--- config.mk ---
export PLATFORM = sky130hd
export DESIGN_NAME = pst_pattern_sequencer_flat
export DESIGN_NICKNAME = d
export VERILOG_FILES = /design/src/rtl/pst_seq_pkg.sv /design/src/rtl/pst_pattern_sequencer_if.sv /design/src/rtl/pst_gamma_timer.sv /design/src/rtl/pst_pattern_sequencer.sv /design/src/flat_wrapper.sv
export SDC_FILE = /design/constraint.sdc
export NUM_CORES = 1
export LEC_CHECK = 0
export ABC_AREA = 1
export ABC_CLOCK_PERIOD_IN_PS = 2900
export CAP_MARGIN = 20
export CORE_ASPECT_RATIO = 0.5
export CORE_MARGIN = 8
export CORE_UTILIZATION = 51
export CTS_CLUSTER_DIAMETER = 150
export CTS_CLUSTER_SIZE = 30
export DETAILED_ROUTE_END_ITERATION = 16
export PLACE_DENSITY = 0.81
export SLEW_MARGIN = 20
export SYNTH_ARGS = -nofsm -noshare
export SYNTH_HDL_FRONTEND = slang
export SYNTH_SLANG_ARGS = --single-unit
--- constraint.sdc ---
create_clock -name clk -period 2.9 [get_ports clk]
set_input_delay 0.58 -clock clk [delete_from_list [all_inputs] [get_ports clk]]
set_output_delay 0.58 -clock clk [all_outputs]
set_load 0.05 [all_outputs]
--- src/rtl/pst_seq_pkg.sv ---
// Shared types and constants for the pattern sequencer: FSM states, winner codes,
// pattern selects and the packed current-drive bundle.
package pst_seq_pkg;

    localparam int unsigned CUR_W = 8;
    localparam int unsigned CNT_W = 8;
    localparam int unsigned SW_W  = 4;
    localparam int unsigned WIN_W = 3;

    typedef enum logic [1:0] {
        IDLE    = 2'd0,
        SETTLE  = 2'd1,
        OBSERVE = 2'd2,
        FINISH  = 2'd3
    } state_t;

    localparam logic [WIN_W-1:0] WIN_AB = 3'd0;
    localparam logic [WIN_W-1:0] WIN_CD = 3'd5;

    localparam logic PAT_A = 1'b0;
    localparam logic PAT_B = 1'b1;

    typedef struct packed {
        logic [CUR_W-1:0] c0;
        logic [CUR_W-1:0] c1;
        logic [CUR_W-1:0] c2;
        logic [CUR_W-1:0] c3;
    } cur_t;

    // Pattern B mirrors pattern A: the strong pair moves from cur0/cur1 to cur2/cur3.
    function automatic cur_t pat_drive(input logic             pat,
                                       input logic [CUR_W-1:0] hi0,
                                       input logic [CUR_W-1:0] hi1,
                                       input logic [CUR_W-1:0] lo0,
                                       input logic [CUR_W-1:0] lo1);
        cur_t d;
        if (pat == PAT_A) begin
            d.c0 = hi0;
            d.c1 = hi1;
            d.c2 = lo0;
            d.c3 = lo1;
        end else begin
            d.c0 = lo0;
            d.c1 = lo1;
            d.c2 = hi0;
            d.c3 = hi1;
        end
        return d;
    endfunction

endpackage

--- src/rtl/pst_pattern_sequencer_if.sv ---
// Control/stimulus bundle between the pattern sequencer and its controller/brain.
// Optional winner_err member present when PST_SEQ_WINNER_CHECK_EN is defined.
interface pst_pattern_sequencer_if;

    logic       start;
    logic       abort;
    logic [7:0] pred_err;
    logic [2:0] winner;
    logic [7:0] cur0;
    logic [7:0] cur1;
    logic [7:0] cur2;
    logic [7:0] cur3;
    logic       busy;
    logic       gamma_tick;
    logic [3:0] switch_idx;
    logic       cur_pat;
    logic       conv_valid;
    logic [7:0] conv_cyc;
    logic       done;
`ifdef PST_SEQ_WINNER_CHECK_EN
    logic       winner_err;
`endif

    modport slave (
        input  start, abort, pred_err, winner,
        output cur0, cur1, cur2, cur3, busy, gamma_tick, switch_idx,
               cur_pat, conv_valid, conv_cyc, done
`ifdef PST_SEQ_WINNER_CHECK_EN
        , output winner_err
`endif
    );

    modport master (
        output start, abort, pred_err, winner,
        input  cur0, cur1, cur2, cur3, busy, gamma_tick, switch_idx,
               cur_pat, conv_valid, conv_cyc, done
`ifdef PST_SEQ_WINNER_CHECK_EN
        , input winner_err
`endif
    );

endinterface

--- src/rtl/pst_gamma_timer.sv ---
// Clock-in-gamma-cycle counter; o_tick is a registered pulse on the last clock of
// each gamma cycle. i_clr holds the counter at 0.
module pst_gamma_timer #(
    parameter int unsigned GAMMA_LEN = 256
) (
    input  logic clk,
    input  logic rst,
    input  logic i_clr,
    output logic o_tick
);

    localparam int unsigned CW = $clog2(GAMMA_LEN);

    logic [CW-1:0] r_cnt;
    logic          r_tick;

    // Tick is registered one clock ahead so it lines up with r_cnt == GAMMA_LEN-1.
    always_ff @(posedge clk or posedge rst) begin
        if (rst) begin
            r_cnt  <= '0;
            r_tick <= 1'b0;
        end else if (i_clr) begin
            r_cnt  <= '0;
            r_tick <= 1'b0;
        end else begin
            r_cnt  <= (r_cnt == CW'(GAMMA_LEN - 1)) ? '0 : r_cnt + CW'(1);
            r_tick <= (r_cnt == CW'(GAMMA_LEN - 2));
        end
    end

    assign o_tick = r_tick;

endmodule

--- src/rtl/pst_pattern_sequencer.sv ---
// Drives pattern A/B currents into the brain on a gamma-cycle schedule and measures
// convergence latency per switch. Optional winner check: PST_SEQ_WINNER_CHECK_EN.
module pst_pattern_sequencer
    import pst_seq_pkg::*;
#(
    parameter int unsigned GAMMA_LEN    = 256,
    parameter int unsigned SETTLE_CYC   = 15,
    parameter int unsigned OBSERVE_CYC  = 15,
    parameter int unsigned NUM_SWITCHES = 2,
    parameter logic [7:0]  ERR_TOL      = 8'd3,
    parameter logic [7:0]  CUR_HI0      = 8'd200,
    parameter logic [7:0]  CUR_HI1      = 8'd180,
    parameter logic [7:0]  CUR_LO0      = 8'd5,
    parameter logic [7:0]  CUR_LO1      = 8'd8
) (
    input logic                   clk,
    input logic                   rst,
    pst_pattern_sequencer_if.slave bus
);

    localparam logic [CNT_W-1:0] SETTLE_N  = CNT_W'(SETTLE_CYC);
    localparam logic [CNT_W-1:0] OBSERVE_N = CNT_W'(OBSERVE_CYC);
    localparam logic [SW_W-1:0]  LAST_SW   = SW_W'(NUM_SWITCHES - 1);

    state_t           r_state,      w_state_nxt;
    logic             r_pat,        w_pat_nxt;
    logic [SW_W-1:0]  r_sw,         w_sw_nxt;
    logic [CNT_W-1:0] r_gcnt,       w_gcnt_nxt;
    logic             r_hit,        w_hit_nxt;
    logic [CNT_W-1:0] r_hit_cyc,    w_hit_cyc_nxt;
    logic [CNT_W-1:0] r_conv_cyc,   w_conv_cyc_nxt;
    logic             r_conv_valid, w_conv_valid_nxt;
    logic             r_done,       w_done_nxt;
    logic             r_busy,       w_busy_nxt;
    cur_t             r_cur,        w_cur_nxt;

    logic             w_tick;
    logic             w_timer_clr;
    logic [CNT_W-1:0] w_k;

    // Timer runs only while a run is active and restarts from 0 on every entry.
    assign w_timer_clr = (r_state == IDLE) || (w_state_nxt == IDLE);

    pst_gamma_timer #(
        .GAMMA_LEN(GAMMA_LEN)
    ) u_timer (
        .clk    (clk),
        .rst    (rst),
        .i_clr  (w_timer_clr),
        .o_tick (w_tick)
    );

    // Gamma count after this tick, saturating at 255.
    assign w_k = (r_gcnt == 8'hFF) ? r_gcnt : r_gcnt + 8'd1;

    always_comb begin
        w_state_nxt      = r_state;
        w_pat_nxt        = r_pat;
        w_sw_nxt         = r_sw;
        w_gcnt_nxt       = r_gcnt;
        w_hit_nxt        = r_hit;
        w_hit_cyc_nxt    = r_hit_cyc;
        w_conv_cyc_nxt   = r_conv_cyc;
        w_conv_valid_nxt = 1'b0;
        w_done_nxt       = 1'b0;
        w_cur_nxt        = r_cur;

        case (r_state)
            IDLE: begin
                if (bus.start) begin
                    w_state_nxt = SETTLE;
                    w_pat_nxt   = PAT_A;
                    w_cur_nxt   = pat_drive(PAT_A, CUR_HI0, CUR_HI1, CUR_LO0, CUR_LO1);
                    w_sw_nxt    = '0;
                    w_gcnt_nxt  = '0;
                    w_hit_nxt   = 1'b0;
                end
            end

            SETTLE: begin
                if (w_tick) begin
                    if (w_k == SETTLE_N) begin
                        w_state_nxt = OBSERVE;
                        w_pat_nxt   = ~r_pat;
                        w_cur_nxt   = pat_drive(~r_pat, CUR_HI0, CUR_HI1, CUR_LO0, CUR_LO1);
                        w_gcnt_nxt  = '0;
                        w_hit_nxt   = 1'b0;
                    end else begin
                        w_gcnt_nxt  = w_k;
                    end
                end
            end

            OBSERVE: begin
                if (w_tick) begin
                    w_gcnt_nxt = w_k;
                    // k == 1 still reflects the pre-switch state, so it never counts.
                    if (!r_hit && (w_k >= 8'd2) && (bus.pred_err <= ERR_TOL)) begin
                        w_hit_nxt     = 1'b1;
                        w_hit_cyc_nxt = w_k;
                    end
                    if (w_k == OBSERVE_N) begin
                        w_conv_valid_nxt = 1'b1;
                        w_conv_cyc_nxt   = w_hit_nxt ? w_hit_cyc_nxt : OBSERVE_N;
                        if (r_sw == LAST_SW) begin
                            w_state_nxt = FINISH;
                            w_done_nxt  = 1'b1;
                            w_cur_nxt   = '0;
                        end else begin
                            w_sw_nxt   = r_sw + 4'd1;
                            w_pat_nxt  = ~r_pat;
                            w_cur_nxt  = pat_drive(~r_pat, CUR_HI0, CUR_HI1, CUR_LO0, CUR_LO1);
                            w_gcnt_nxt = '0;
                            w_hit_nxt  = 1'b0;
                        end
                    end
                end
            end

            FINISH: begin
                w_state_nxt = IDLE;
                w_sw_nxt    = '0;
                w_cur_nxt   = '0;
            end

            default: begin
                w_state_nxt = IDLE;
            end
        endcase

        // Abort overrides every transition and suppresses the result pulses.
        if (bus.abort && (r_state != IDLE)) begin
            w_state_nxt      = IDLE;
            w_pat_nxt        = PAT_A;
            w_sw_nxt         = '0;
            w_gcnt_nxt       = '0;
            w_hit_nxt        = 1'b0;
            w_hit_cyc_nxt    = r_hit_cyc;
            w_conv_cyc_nxt   = r_conv_cyc;
            w_conv_valid_nxt = 1'b0;
            w_done_nxt       = 1'b0;
            w_cur_nxt        = '0;
        end

        w_busy_nxt = (w_state_nxt != IDLE);
    end

    always_ff @(posedge clk or posedge rst) begin
        if (rst) begin
            r_state      <= IDLE;
            r_pat        <= PAT_A;
            r_sw         <= '0;
            r_gcnt       <= '0;
            r_hit        <= 1'b0;
            r_hit_cyc    <= '0;
            r_conv_cyc   <= '0;
            r_conv_valid <= 1'b0;
            r_done       <= 1'b0;
            r_busy       <= 1'b0;
            r_cur        <= '0;
        end else begin
            r_state      <= w_state_nxt;
            r_pat        <= w_pat_nxt;
            r_sw         <= w_sw_nxt;
            r_gcnt       <= w_gcnt_nxt;
            r_hit        <= w_hit_nxt;
            r_hit_cyc    <= w_hit_cyc_nxt;
            r_conv_cyc   <= w_conv_cyc_nxt;
            r_conv_valid <= w_conv_valid_nxt;
            r_done       <= w_done_nxt;
            r_busy       <= w_busy_nxt;
            r_cur        <= w_cur_nxt;
        end
    end

`ifdef PST_SEQ_WINNER_CHECK_EN
    logic w_win_end;
    logic w_start_acc;
    logic r_werr, w_werr_nxt;

    assign w_win_end   = (r_state == OBSERVE) && w_tick && (w_k == OBSERVE_N) && !bus.abort;
    assign w_start_acc = (r_state == IDLE) && bus.start;

    // Sticky winner mismatch, checked against the pattern of the window just ending.
    always_comb begin
        w_werr_nxt = r_werr;
        if (w_start_acc) begin
            w_werr_nxt = 1'b0;
        end else if (w_win_end && (bus.winner != ((r_pat == PAT_B) ? WIN_CD : WIN_AB))) begin
            w_werr_nxt = 1'b1;
        end
    end

    always_ff @(posedge clk or posedge rst) begin
        if (rst) begin
            r_werr <= 1'b0;
        end else begin
            r_werr <= w_werr_nxt;
        end
    end

    assign bus.winner_err = r_werr;
`endif

    assign bus.cur0       = r_cur.c0;
    assign bus.cur1       = r_cur.c1;
    assign bus.cur2       = r_cur.c2;
    assign bus.cur3       = r_cur.c3;
    assign bus.busy       = r_busy;
    assign bus.gamma_tick = w_tick;
    assign bus.switch_idx = r_sw;
    assign bus.cur_pat    = r_pat;
    assign bus.conv_valid = r_conv_valid;
    assign bus.conv_cyc   = r_conv_cyc;
    assign bus.done       = r_done;

endmodule
--- src/flat_wrapper.sv ---
// flat-port wrapper written by rule: the top's interface ports become plain ports
module pst_pattern_sequencer_flat import pst_seq_pkg::*;
#(
    parameter int unsigned GAMMA_LEN    = 256,
    parameter int unsigned SETTLE_CYC   = 15,
    parameter int unsigned OBSERVE_CYC  = 15,
    parameter int unsigned NUM_SWITCHES = 2,
    parameter logic [7:0]  ERR_TOL      = 8'd3,
    parameter logic [7:0]  CUR_HI0      = 8'd200,
    parameter logic [7:0]  CUR_HI1      = 8'd180,
    parameter logic [7:0]  CUR_LO0      = 8'd5,
    parameter logic [7:0]  CUR_LO1      = 8'd8
)
  (clk, rst, bus_start, bus_abort, bus_pred_err, bus_winner, bus_cur0, bus_cur1, bus_cur2, bus_cur3, bus_busy, bus_gamma_tick, bus_switch_idx, bus_cur_pat, bus_conv_valid, bus_conv_cyc, bus_done);
  pst_pattern_sequencer_if bus_i ();
  input logic clk;
  input logic rst;
  input wire logic [$bits(bus_i.start)-1:0] bus_start;
  input wire logic [$bits(bus_i.abort)-1:0] bus_abort;
  input wire logic [$bits(bus_i.pred_err)-1:0] bus_pred_err;
  input wire logic [$bits(bus_i.winner)-1:0] bus_winner;
  output wire logic [$bits(bus_i.cur0)-1:0] bus_cur0;
  output wire logic [$bits(bus_i.cur1)-1:0] bus_cur1;
  output wire logic [$bits(bus_i.cur2)-1:0] bus_cur2;
  output wire logic [$bits(bus_i.cur3)-1:0] bus_cur3;
  output wire logic [$bits(bus_i.busy)-1:0] bus_busy;
  output wire logic [$bits(bus_i.gamma_tick)-1:0] bus_gamma_tick;
  output wire logic [$bits(bus_i.switch_idx)-1:0] bus_switch_idx;
  output wire logic [$bits(bus_i.cur_pat)-1:0] bus_cur_pat;
  output wire logic [$bits(bus_i.conv_valid)-1:0] bus_conv_valid;
  output wire logic [$bits(bus_i.conv_cyc)-1:0] bus_conv_cyc;
  output wire logic [$bits(bus_i.done)-1:0] bus_done;
  assign bus_i.start = bus_start;
  assign bus_i.abort = bus_abort;
  assign bus_i.pred_err = bus_pred_err;
  assign bus_i.winner = bus_winner;
  assign bus_cur0 = bus_i.cur0;
  assign bus_cur1 = bus_i.cur1;
  assign bus_cur2 = bus_i.cur2;
  assign bus_cur3 = bus_i.cur3;
  assign bus_busy = bus_i.busy;
  assign bus_gamma_tick = bus_i.gamma_tick;
  assign bus_switch_idx = bus_i.switch_idx;
  assign bus_cur_pat = bus_i.cur_pat;
  assign bus_conv_valid = bus_i.conv_valid;
  assign bus_conv_cyc = bus_i.conv_cyc;
  assign bus_done = bus_i.done;
  pst_pattern_sequencer #(.GAMMA_LEN(GAMMA_LEN), .SETTLE_CYC(SETTLE_CYC), .OBSERVE_CYC(OBSERVE_CYC), .NUM_SWITCHES(NUM_SWITCHES), .ERR_TOL(ERR_TOL), .CUR_HI0(CUR_HI0), .CUR_HI1(CUR_HI1), .CUR_LO0(CUR_LO0), .CUR_LO1(CUR_LO1)) u_core (.clk(clk), .rst(rst), .bus(bus_i));
endmodule
==> Word-level counts from Yosys, hierarchy flattened <==
Index checks and enable logic that the tools add are counted.
{ "word_totals": {"regBits": 76, "in_bits": 15, "out_inout_bits": 49, "elab_cells": 119} }
{ "classes": {"n_addsub": 3, "order_cmp": 2, "eq_ne": 14, "muxes": 64, "n_bitwise": 2, "reduce_logical": 18} }
{ "ops": {"columns": ["operator", "n"], "rows": [
  ["2-to-1 mux 32 bit", 8],
  ["one-hot mux 32 bit (4 select lines)", 1],
  ["2-to-1 mux 8 bit", 12],
  ["2-to-1 mux 1 bit", 26],
  ["equality test 8 bit (second input constant)", 3],
  ["one-hot mux 8 bit (3 select lines)", 1],
  ["2-to-1 mux 4 bit", 5],
  ["adder 8 x 1 -> 8 bit (second input constant)", 2],
  ["AND reduction 5 bit", 3],
  ["2-to-1 mux 2 bit", 7],
  ["one-hot mux 4 bit (3 select lines)", 1],
  ["equality test 8 x 4 -> 1 bit (second input constant)", 1],
  ["greater-or-equal comparator 8 x 2 -> 1 bit (second input constant)", 1],
  ["<= comparator 8 x 2 -> 1 bit (second input constant)", 1],
  ["one-hot mux 2 bit (4 select lines)", 1],
  ["AND reduction 4 bit", 2],
  ["nonzero test 4 bit", 2],
  ["AND reduction 7 bit", 1],
  ["!= test 3 x 1 -> 1 bit (second input constant)", 2],
  ["!= test 3 x 2 -> 1 bit (second input constant)", 2],
  ["!= test 3 bit (second input constant)", 2],
  ["one-hot mux 1 bit (3 select lines)", 2],
  ["adder 4 x 1 -> 4 bit (second input constant)", 1],
  ["equality test 2 bit (second input constant)", 2],
  ["9 further kinds", 14]
]} }

==> Longest topological paths before layout <==
{ "depth": {"word_depth": 13, "mapped_depth": 17, "ltp_nobuf": 17} }

==> Cells and area by module <==
From an unflattened synthesis, not the netlist that was laid out.
{ "hier_totals": {"hier_cells": 352, "area_unflattened_um2": 2867.8} }
{ "modules_own_cells": {"columns": ["module", "instances", "cells_per_inst", "area_per_inst_um2", "seq_area_each_um2"], "rows": [
  ["pst_pattern_sequencer", 1, 298, 2421.1, 925.9],
  ["pst_gamma_timer", 1, 54, 446.7, 225.2]
]} }

==> Worst setup path after synthesis <==
Ideal clock, no wire load.
{ "synth_timing": {"kind": "flip-flop to flip-flop", "start": "register u_core.r_state[0]", "end": "register u_core.r_hit_cyc[0]", "setup_time_ns": 0.119, "t_arrival_ns": 1.954, "t_required_ns": 2.781, "path_slack_ns": 0.828, "path_stages_with_launch": 10, "path_buffers": 1, "period_less_slack_ns": 2.072, "path_cell_list": "dfrtp_1 > inv_1 > ha_1 > nor2_1 > nor2_1 > inv_1 > nor2_1 > clkbuf_1 > nand2_1 > o21a_1"} }
{ "synth_via": {"elab_chain_cells": 4, "elab_cells_between_ends": 5, "cone_classes": "1 x eq/ne; 1 x bitwise; 3 x reduce/logical"} }
{ "synth_lines": {"columns": ["element", "line", "source"], "rows": [
  ["start, declared", "pst_pattern_sequencer.sv:25", "state_t r_state, w_state_nxt;"],
  ["start signal, assigned", "pst_pattern_sequencer.sv:162", "r_state <= w_state_nxt;"],
  ["nonzero test 2 bit", "pst_pattern_sequencer.sv:132", "if (bus.abort && (r_state != IDLE)) begin"],
  ["logical AND 1 bit", "pst_pattern_sequencer.sv:132", null],
  ["inverter 1 bit (no line)", null, null],
  ["AND reduction 3 bit (no line) (*)", null, null],
  ["end signal, assigned", "pst_pattern_sequencer.sv:167", "r_hit_cyc <= w_hit_cyc_nxt;"],
  ["end, declared", "pst_pattern_sequencer.sv:30", "logic [CNT_W-1:0] r_hit_cyc, w_hit_cyc_nxt;"]
]} }
Mark *: on every way between the ends. The rest lies on a longest branch, timed or not.
A chain may end at the register's enable or synchronous reset.

==> Worst setup path after layout <==
{ "layout_timing": {"start": "register u_core.r_gcnt[0]", "end": "register u_core.r_sw[2] (netlist: u_core.bus.switch_idx[2])"} }
{ "layout_via": {"elab_chain_cells": 5, "elab_cells_between_ends": 6, "cone_classes": "1 x add/sub; 3 x eq/ne; 1 x mux; 1 x reduce/logical"} }
{ "layout_lines": {"columns": ["element", "line", "source"], "rows": [
  ["start, declared", "pst_pattern_sequencer.sv:28", "logic [CNT_W-1:0] r_gcnt, w_gcnt_nxt;"],
  ["start signal, assigned", "pst_pattern_sequencer.sv:165", "r_gcnt <= w_gcnt_nxt;"],
  ["adder 8 x 1 -> 8 bit or equality test 8 bit (tied branches)", "pst_pattern_sequencer.sv:54", "assign w_k = (r_gcnt == 8'hFF) ? r_gcnt : r_gcnt + 8'd1;"],
  ["2-to-1 mux 8 bit (*)", "pst_pattern_sequencer.sv:54", null],
  ["equality test 8 x 4 -> 1 bit (*)", "pst_pattern_sequencer.sv:102", "if (w_k == OBSERVE_N) begin"],
  ["!= test 3 x 1 -> 1 bit (no line) (*)", null, null],
  ["AND reduction 5 bit (no line) (*)", null, null],
  ["end signal, assigned", "pst_pattern_sequencer.sv:164", "r_sw <= w_sw_nxt;"],
  ["end, declared", "pst_pattern_sequencer.sv:27", "logic [SW_W-1:0] r_sw, w_sw_nxt;"]
]} }
Marks and branches as above.

==> metrics.md <==
| Metric | Value |
|---|---|
| RSZ-0062 raised after global routing | `false` |
| CTS sink count | `46` |
| Initial DRC count | `roughly 150` |
| Design area | `roughly 3500 um2` |
| Fmax | `417 MHz` |
| Drt drc | `0` |
| Status | `completed` |
| Ys async rst share | `100%` |
| Top Family by Delay on Critical Path | `simple AND/OR/NAND/NOR gates` |
| R2R setup slack | `about 0.50 ns` |
| P_leak | `between 0.0015 and 0.002 uW` |
| CP most frequent cell | `nand2_1` |
| Clock Skews | `a little under 0.007 ns` |
| Synth Area per Inst | `just over 8 um2` |
| First-pass GRT wire length | `about 10000 um` |
| H-Tree Depth | `2` |
| Yosys warning count | `0` |
| Worst path slowest cell | `dfrtp_1` |
| Crit path capture type | `register` |
| Worst path required time | `a little over 3 ns` |
| Peak VDD IR | `between 0.0008 and 0.0009 V` |
| RePlAce Congestion | `between 0.8 and 0.9` |
| Skew-Pair Late Insertion Delay | `between 0.2 and 0.3 ns` |
| Drt pass-1 iters | `4` |
| CP Launch Point | `u_core.r_gcnt[0]` |
| R2r worst-path depth | `15` |
| Largest net degree at the start of global routing | `24` |
| DRT antenna net count | `0` |
| Routed len/inst | `about 14 um` |
| CTS tree | `built` |
| Total wire length | `6290 um` |
| Critical Path AT | `roughly 2.6 ns` |
| Max_cap viols | `0` |
| Die H | `approximately 69 um` |
| Area Growth Syn to Fin | `20.6%` |
| TNS Setup | `0 ns` |
| Number of flops mapped to enable cells by yosys | `0` |
| Crit path buf inv count | `2` |
| Core area | `~5500 um2` |
| Startpoint types | `register` |
| # diodes | `0` |
| Crit path max fanout | `8` |
| Initial antenna violation count | `0` |
| Crit path time final | `2.40 ns` |
| Hold Path Class | `in -> async` |
| Distinct cells, synth | `41` |
| Post-Synthesis Cells | `349` |
| Dpl cell area | `~3300 um2` |
| Synth Flop Type | `dfrtp_1` |
| DP HPWL | `approximately 4900 um` |
| Die W | `between 100 and 150 um` |
| Num ports | `64` |
| Sequential share of the synthesized area | `roughly two fifths` |
| Clock buffer depth | `2` |
| Full die area | `between 8000 and 9000 um2` |
| Crit path largest cell delay | `0.43 ns` |
| Postcts setup bufs | `0` |
| Global route total overflow | `0` |
| Starting density of the core | `52.5%` |
| Pwr/cell area | `approximately 1000 nW/um2` |
| Final setup fails | `0` |
| Vias/cell | `a little over 5` |
| Gr usage total | `between 15 and 20%` |
| Setup CP Type | `reg -> reg` |
| Final Max Tran Viols | `0` |
| Floorplan row count | `19` |
| Final hold viol count | `0` |
| Yosys reg bits | `46` |
| # hold bufs at CTS | `0` |
| PostCTS Resize Cnt | `0` |
| Final period utilization | `around 83%` |
| Total CTS buffers | `5` |
| Reg2reg end | `u_core.bus.switch_idx[2]` |
| Via Count | `between 2000 and 2500` |
| Worst-margin pin slew | `approximately 0.52 ns` |
| Worst path cell trace | `ha_1 > nand2_2 > nor2_4 > nand2_4 > nand3_1 > inv_1 > nand2_1 > nor2_1 > nand2_1 > nand2_1 > nand3_2 > inv_2 > nand2_1 > nor2_1 > nor3b_2` |
| R2r startpoint | `u_core.r_gcnt[0]` |
| Total chip power | `around 3500 uW` |
| Layout cell share with drive strength beyond 1 | `13.1%` |
| Worst Setup EP | `u_core.bus.switch_idx[2]` |
| Clk root buf | `clkbuf_16` |
| Worst slew margin | `~65%` |
| Crit path depth | `15` |
| Post-layout nets | `a little over 400` |
| Number of global-route vias before repair | `2300` |
| Number of port buffers | `46` |
| Worst-path clk slew | `0.07 ns` |
| Mapped Area | `2870 um2` |
[metal layers]
metal,wire length [um],vias up,GRT usage (%)
li1,-,1149,-
met1,2690,1098,17.6
met2,3080,77,25.7
met3,442,10,4.71
met4,73,0,4.16
met5,0,-,0
[worst register-to-register path, stage by stage (launching register included)]
cell     delay, ns
dfrtp_1       0.43
ha_1          0.26
nand2_2       0.13
nor2_4        0.06
nand2_4       0.12
nand3_1       0.16
inv_1         0.11
nand2_1       0.06
nor2_1        0.16
nand2_1       0.17
nand2_1       0.15
nand3_2       0.15
inv_2         0.10
nand2_1       0.07
nor2_1        0.11
nor3b_2       0.06
[cell usage after synthesis (6+ instances only)]
library cell / n / area (um2)
nand2_2: 6 / 37.5
nand2_1: 67 / 251
inv_1: 46 / 173
nor2_1: 23 / 86.3
ha_1: 9 / 113
buf_4: 30 / 225
o21ai_1: 8 / 40.0
nor2_2: 12 / 75.1
o21ai_0: 22 / 110
nand3_1: 19 / 95.1
a21oi_1: 6 / 30.0
dfrtp_1: 46 / 1150
[state kept, by name, summed over array words and instances, names as in the netlist]
name,flops
u_core.r_hit,1
u_core.bus.switch_idx,4
u_core.bus.cur_pat,1
u_core.bus.conv_cyc,8
u_core.r_hit_cyc,8
u_core.bus.conv_valid,1
u_core.u_timer.r_cnt,8
u_core.bus.busy,1
u_core.r_gcnt,8
u_core.u_timer.o_tick,1
u_core.bus.done,1
u_core.bus.cur3,2
u_core.r_state,2
[power breakdown]
group / switching (uW) / internal, uW / total [uW]
logic: 1320 / 567 / 1890
registers: 97.3 / 726 / 823
clock network: 248 / 495 / 743
total: 1670 / 1790 / 3460
[logic make-up after synthesis]
group                      count (synthesis)  share of synthesized area, %
AOI/OAI and AO/OA                         52                          10.9
adders and majority gates                  9                          3.92
other                                      1                         0.131
xor gates and xnor gates                   4                          1.22
buffers and inverters                     81                          14.9
muxes                                      5                          1.79
and+or+nand+nor                          151                          27.1
DFF                                       46                          40.1
[final cells by class]
type	count	area, um2
Sequential cell	46	1150
Inverter	49	186
Timing Repair Buffer	52	505
Clock inverter	3	68.8
Fill cell	432	2000
Tap cell	73	91.3
Clock buffer	5	125
Multi-Input combinational cell	233	1340
[worst min-delay path by stage]
stage                                   start                      to  slack [ns]  depth (start not counted)
final                                     rst  u_core.bus.conv_cyc[4]        0.45                          2
after global routing                      rst  u_core.bus.conv_cyc[4]        0.45                          2
after CTS                                 rst  u_core.bus.conv_cyc[6]        0.46                          2
after detailed placement  u_core.r_hit_cyc[0]     u_core.r_hit_cyc[0]        0.48                          1
after global placement    u_core.r_hit_cyc[1]     u_core.r_hit_cyc[1]        0.47                          1
after floorplan           u_core.r_hit_cyc[1]     u_core.r_hit_cyc[1]        0.46                          1
[through the flow]
step                instances  setup slack [ns]  util (%)  hold WS, ns
floorplan                 360             0.828         -        0.464
global placement          453             0.433      59.8        0.472
detailed placement        453             0.385      59.8        0.480
CTS                       461             0.552      63.4        0.456
global route              461             0.324      63.4        0.452
finish                    461             0.501      63.4        0.454
[layout by cell type, fill, tap and decap left out, drive strengths merged, types with 2 or more instances in the layout]
cell type / count
nand2: 77
a21oi: 7
nand4: 6
nor2: 38
o21ai: 30
o22ai: 2
dfrtp: 46
nor3b: 2
clkbuf: 5
clkinv: 2
inv: 48
nand3: 21
mux2i: 4
clkdlybuf4s50: 46
conb: 12
bufinv: 2
buf: 6
nor3: 4
o31ai: 2
ha: 9
a2bb2oi: 4
xnor2: 2
o21a: 4
xor2: 2
Note: power is estimated with default switching activity, not from simulation.
